File: src/rtl/reg_file_wb_pkg.sv
// Shared sizing constants and reset value for the reg_file_wb register file slice.
package reg_file_wb_pkg;

   localparam int DATA_WIDTH    = 8;
   localparam int ADDR_WIDTH    = 3;
   localparam int NUM_REGS      = 8;
   localparam int REG_RESET_VAL = 0;

endpackage : reg_file_wb_pkg

File: src/rtl/reg_file_wb_wb.sv
// Write-back stage: one-entry valid/addr/data pipeline register with synchronous reset.
module wb_stage
   import reg_file_wb_pkg::*;
#(
   parameter int DATA_WIDTH = reg_file_wb_pkg::DATA_WIDTH,
   parameter int ADDR_WIDTH = reg_file_wb_pkg::ADDR_WIDTH
) (
   input  logic                  clk,
   input  logic                  reset,
   input  logic                  captureValid,
   input  logic [ADDR_WIDTH-1:0] captureAddr,
   input  logic [DATA_WIDTH-1:0] captureData,
   output logic                  wbValid,
   output logic [ADDR_WIDTH-1:0] wbAddr,
   output logic [DATA_WIDTH-1:0] wbData
);

   always_ff @(posedge clk) begin
      if (reset) begin
         wbValid <= 1'b0;
         wbAddr  <= '0;
         wbData  <= DATA_WIDTH'(REG_RESET_VAL);
      end else begin
         wbValid <= captureValid;
         wbAddr  <= captureAddr;
         wbData  <= captureData;
      end
   end

endmodule : wb_stage

File: src/rtl/reg_file_wb.sv
// 8x8 register file with registered write-back, read-port bypass and ZERO flag.
// Optional: define REG0_HARDWIRED_EN to make register 0 read as zero and ignore writes to it.
module reg_file_wb
   import reg_file_wb_pkg::*;
#(
   parameter int DATA_WIDTH = reg_file_wb_pkg::DATA_WIDTH,
   parameter int ADDR_WIDTH = reg_file_wb_pkg::ADDR_WIDTH,
   parameter int NUM_REGS   = reg_file_wb_pkg::NUM_REGS
) (
   input  logic                  CLK,
   input  logic                  RESET,
   input  logic [DATA_WIDTH-1:0] IN,
   input  logic [ADDR_WIDTH-1:0] INADDRESS,
   input  logic                  WRITE,
   input  logic                  ZERO_IN,
   input  logic                  FLAG_WRITE,
   input  logic [ADDR_WIDTH-1:0] OUT1ADDRESS,
   input  logic [ADDR_WIDTH-1:0] OUT2ADDRESS,
   output logic [DATA_WIDTH-1:0] OUT1,
   output logic [DATA_WIDTH-1:0] OUT2,
   output logic                  ZERO_FLAG,
   output logic                  WB_PENDING
);

   logic [DATA_WIDTH-1:0] regs [NUM_REGS];
   logic                  captureValid;
   logic                  wbValid;
   logic [ADDR_WIDTH-1:0] wbAddr;
   logic [DATA_WIDTH-1:0] wbData;

   always_comb begin
      captureValid = WRITE;
`ifdef REG0_HARDWIRED_EN
      if (INADDRESS == '0) captureValid = 1'b0;
`endif
   end

   wb_stage #(
      .DATA_WIDTH (DATA_WIDTH),
      .ADDR_WIDTH (ADDR_WIDTH)
   ) wbStage (
      .clk          (CLK),
      .reset        (RESET),
      .captureValid (captureValid),
      .captureAddr  (INADDRESS),
      .captureData  (IN),
      .wbValid      (wbValid),
      .wbAddr       (wbAddr),
      .wbData       (wbData)
   );

   // Commit happens on the edge after capture; a pending entry is dropped on reset.
   always_ff @(posedge CLK) begin
      if (RESET) begin
         for (int unsigned i = 0; i < NUM_REGS; i++) regs[i] <= DATA_WIDTH'(REG_RESET_VAL);
      end else if (wbValid) begin
         regs[wbAddr] <= wbData;
      end
   end

   always_ff @(posedge CLK) begin
      if (RESET)           ZERO_FLAG <= 1'b0;
      else if (FLAG_WRITE) ZERO_FLAG <= ZERO_IN;
   end

   always_comb begin
      OUT1 = regs[OUT1ADDRESS];
      OUT2 = regs[OUT2ADDRESS];
      if (wbValid && (wbAddr == OUT1ADDRESS)) OUT1 = wbData;
      if (wbValid && (wbAddr == OUT2ADDRESS)) OUT2 = wbData;
`ifdef REG0_HARDWIRED_EN
      if (OUT1ADDRESS == '0) OUT1 = '0;
      if (OUT2ADDRESS == '0) OUT2 = '0;
`endif
   end

   assign WB_PENDING = wbValid;

endmodule : reg_file_wb

File: config.mk
export PLATFORM = sky130hd
export DESIGN_NAME = reg_file_wb
export DESIGN_NICKNAME = d
export VERILOG_FILES = /design/src/rtl/reg_file_wb_pkg.sv /design/src/rtl/reg_file_wb_wb.sv /design/src/rtl/reg_file_wb.sv
export SDC_FILE = /design/constraint.sdc
export NUM_CORES = 1
export LEC_CHECK = 0
export ABC_CLOCK_PERIOD_IN_PS = 2200
export BUFFER_PORTS_ARGS = -buffer_cell sky130_fd_sc_hd__buf_2
export CORE_MARGIN = 2
export CORE_UTILIZATION = 59
export CTS_CLUSTER_SIZE = 12
export DETAILED_ROUTE_END_ITERATION = 10
export GPL_ROUTABILITY_DRIVEN = 0
export PLACE_DENSITY = 0.78
export SLEW_MARGIN = 20
export SYNTH_ARGS = -nofsm -noshare
export SYNTH_HDL_FRONTEND = slang
export SYNTH_SLANG_ARGS = --single-unit
File: constraint.sdc
create_clock -name CLK -period 2.2 [get_ports CLK]
set_clock_uncertainty 0.2 [all_clocks]
set_input_delay 0.11 -clock CLK [delete_from_list [all_inputs] [get_ports CLK]]
set_output_delay 0.11 -clock CLK [all_outputs]
set_load 0.1 [all_outputs]
==> run_results.csv <==
group,metric,value,unit
run_status,status,"finished, violations left",
run_status,violations,"negative setup slack",
grt,gr-usage-met3,6.03,%
worst_setup_path,r2r_setup_slack,310,ps
placed_design,place_inst,386,
floorplanning,start_util,60.9,%
sta,layout_setup_ws,-136,ps
sta,grt_setup_unrepaired,"yes",
synth,ys_warn_count,0,
power_and_ir_drop,ir_drop,559,µV
sta,post-route-period-util,106,%
drt,vias,2498,
synth,syn_nets,284,
floorplanning,rows,30,
layout,fillCellCount,391,
worst_setup_path,setup.worst_path.class,"register to output port",
synth,ys_seq_elements,77,
drt,dr.first_iter.drc_count,204,
power_and_ir_drop,p_int,0.00247,W
synth,syn-cell-area,0.00412,mm²
drt,routedWlPerCell,23.3,µm
synth,async_flop_share,0,%
placed_design,dp_worst_setup_slack,38.8,ps
grt,grt_pass1_wl,14.7,mm
clock_network,cts_buffers,9,
grt,met2_usage,47.9,%
synth,yosys-top-cells-area,"edfxtp_1, mux4_1, and2_1",
clock_network,clockBufferDepth,2,
grt,gr-max-usage-layer,"met2",
clock_network,clk-insertion-delay-late,350,ps
floorplanning,die_width,87.5,µm
sta,hold_viol,0,
clock_network,clk_pin_slew,90,ps
clock_network,clkSinkCount,77,
sta,maxSlewHeadroom,67.7,%
power_and_ir_drop,clkPwrFrac,30.9,%
worst_setup_path,cp.arrival,2030,ps
power_and_ir_drop,sequentialPowerShare,48.0,%
worst_setup_path,reg2reg_from,"wbStage.wbAddr[2]$_SDFF_PP0_",
grt,grt_use_met1,34.3,%
drt,vias_per_cell,5.99,
power_and_ir_drop,power.density,679,mW/mm²
worst_setup_path,cp-end-kind,"output port",
synth,synth_edf_count,64,
drt,drc,0,
min_path,hold_path.class,"input pin to register",
clock_network,cts-root-buf,"clkbuf_8",
min_path,hold_start,"RESET",
placed_design,hpwl,6.25,mm
clock_network,tritoncts,"yes",
layout,diodes,0,
grt,grt_max_degree,18,
sta,finalMaxSlewViolations,0,
drt,routed_wl,9.71,mm
worst_setup_path,path_max_fanout,2,
power_and_ir_drop,netSwitchingFraction,28.7,%
layout,drive_gt1_share,43.0,%
synth,syn_area_per_cell,15.7,µm²
sta,fmax,428,MHz
placed_design,numPortBuffers,39,
sta,setup_violations,16,
power_and_ir_drop,p_leak,2.07,nW
floorplanning,core_area,0.00676,mm²
power_and_ir_drop,power.share.combinational,21.1,%
sta,period_needed,2340,ps
run,maxCapViolCount,0,
grt,antenna_found_initial,0,
synth,synth_top_flop_cell,"edfxtp_1",
synth,synthCells,262,
worst_setup_path,crit_path_start,"regs[1][6]$_SDFFCE_PN0P_",
layout,syn2layout_area_growth,23.9,%
grt,grt_usage,27.4,%
synth,ys_seq_area_share,53.0,%
drt,drt_pass1_iterations,4,
floorplanning,die_area,0.00766,mm²
clock_network,post_cts_buffers,0,
power_and_ir_drop,switchingPower,0.000994,W
worst_setup_path,critical_path_required,1890,ps
grt,overflow,0,
synth,ys_types,22,
synth,synth_top_area_share,46.7,%
synth,yosysTopAreaCell,"edfxtp_1",
layout,layout.nets,354,
grt,grt_pass1_vias,2642,
clock_network,htree_levels,3,
floorplanning,ios,40,
sta,tightestPinTransition,487,ps
drt,ant_nets,0,
floorplanning,die-height,87.5,µm
layout,stdcell_count,417,
synth,synth_common_cells,"and2_1, edfxtp_1, mux2_2",
worst_setup_path,startpoint_type,"register",
## flip-flops by register name, indices dropped and copies added (netlist names)
name,flops
wbStage.wbAddr,3
ZERO_FLAG,1
wbStage.wbValid,1
wbStage.wbData,8
regs,64
## through the flow
| stage | power (W) | hold slack (ps) | utilization, % | setup TNS, ps | instance area, µm² |
|---|---|---|---|---|---|
| 2_1_floorplan | 0.00213 | -18.4 | - | 0 | 4120 |
| 6_report | 0.00346 | 38.4 | 75.5 | -1600 | 5100 |
| 4_1_cts | 0.00345 | 13.3 | 75.2 | -1660 | 5080 |
| 3_3_place_gp | 0.00224 | 118 | 66.2 | 0 | 4470 |
| 5_1_grt | 0.00356 | 51.8 | 75.5 | -2250 | 5100 |
| 3_5_place_dp | 0.00225 | 123 | 66.2 | 0 | 4470 |
## layout make-up
class	instances	area, µm²	share of cell area (%)
clock buffer	9	124	2.43
sequential	77	2190	42.8
tap	80	100	1.96
timing repair buffer	73	753	14.8
multi-input combinational	171	1870	36.6
clock inverter	7	73.8	1.45
## kinds of logic (layout without fill, tap and decap cells)
group,count (synthesis),after routing,share of synthesized area [%]
and+or+nand+nor,100,100,14.7
muxes,65,65,28.3
DFF,77,77,53.0
xor gates and xnor gates,6,6,1.28
buffers and inverters,14,89,2.67
## critical path, cell delays in order (launching register included)
cell and delay, ps:
edfxtp_1 410, mux4_1 520, mux2_2 290, mux2_4 280, buf_12 170
## cells in the final DEF (no fill, tap or decap), types with 3 or more instances in the layout
| cell | n |
|---|---|
| and2_1 | 64 |
| edfxtp_1 | 64 |
| mux4_2 | 29 |
| mux2_4 | 28 |
| buf_2 | 23 |
| buf_12 | 18 |
| buf_4 | 17 |
| dlygate4sd3_1 | 15 |
| dfxtp_1 | 12 |
| nor2b_1 | 12 |
| clkbuf_8 | 9 |
| or2_2 | 8 |
| nor2_1 | 7 |
| xnor2_1 | 6 |
| mux2_2 | 4 |
| mux4_1 | 3 |
## timing repair
action / in CTS / in global routing
hold buffers: 15 / 0
resized for setup: 94 / 11
setup endpoints to repair: 16 / 16
hold endpoints to repair: 13 / 0
## routing by layer
metal	vias to the layer above	wire (µm)
li1	1123	-
met1	1245	3740
met2	106	5270
met3	24	497
met4	0	202
met5	-	0
## power by group through the flow
stage | clock [W] | sequential (W) | combinational (W)
final | 0.00107 | 0.00166 | 0.000730
after global routing | 0.00113 | 0.00167 | 0.000757
after CTS | 0.00107 | 0.00166 | 0.000710
after detailed placement | 0 | 0.00169 | 0.000556
after global placement | 0 | 0.00169 | 0.000551
after floorplan | 0 | 0.00169 | 0.000441
## final timing paths
check                                 endpoint  cells after the start
hold / removal    wbStage.wbData[0]$_SDFF_PP0_                      3
setup reg to reg      regs[0][4]$_SDFFCE_PN0P_                      3
setup / recovery                       OUT1[6]                      4
hold reg to reg       regs[7][5]$_SDFFCE_PN0P_                      1
(Power assumes the default switching activity.)
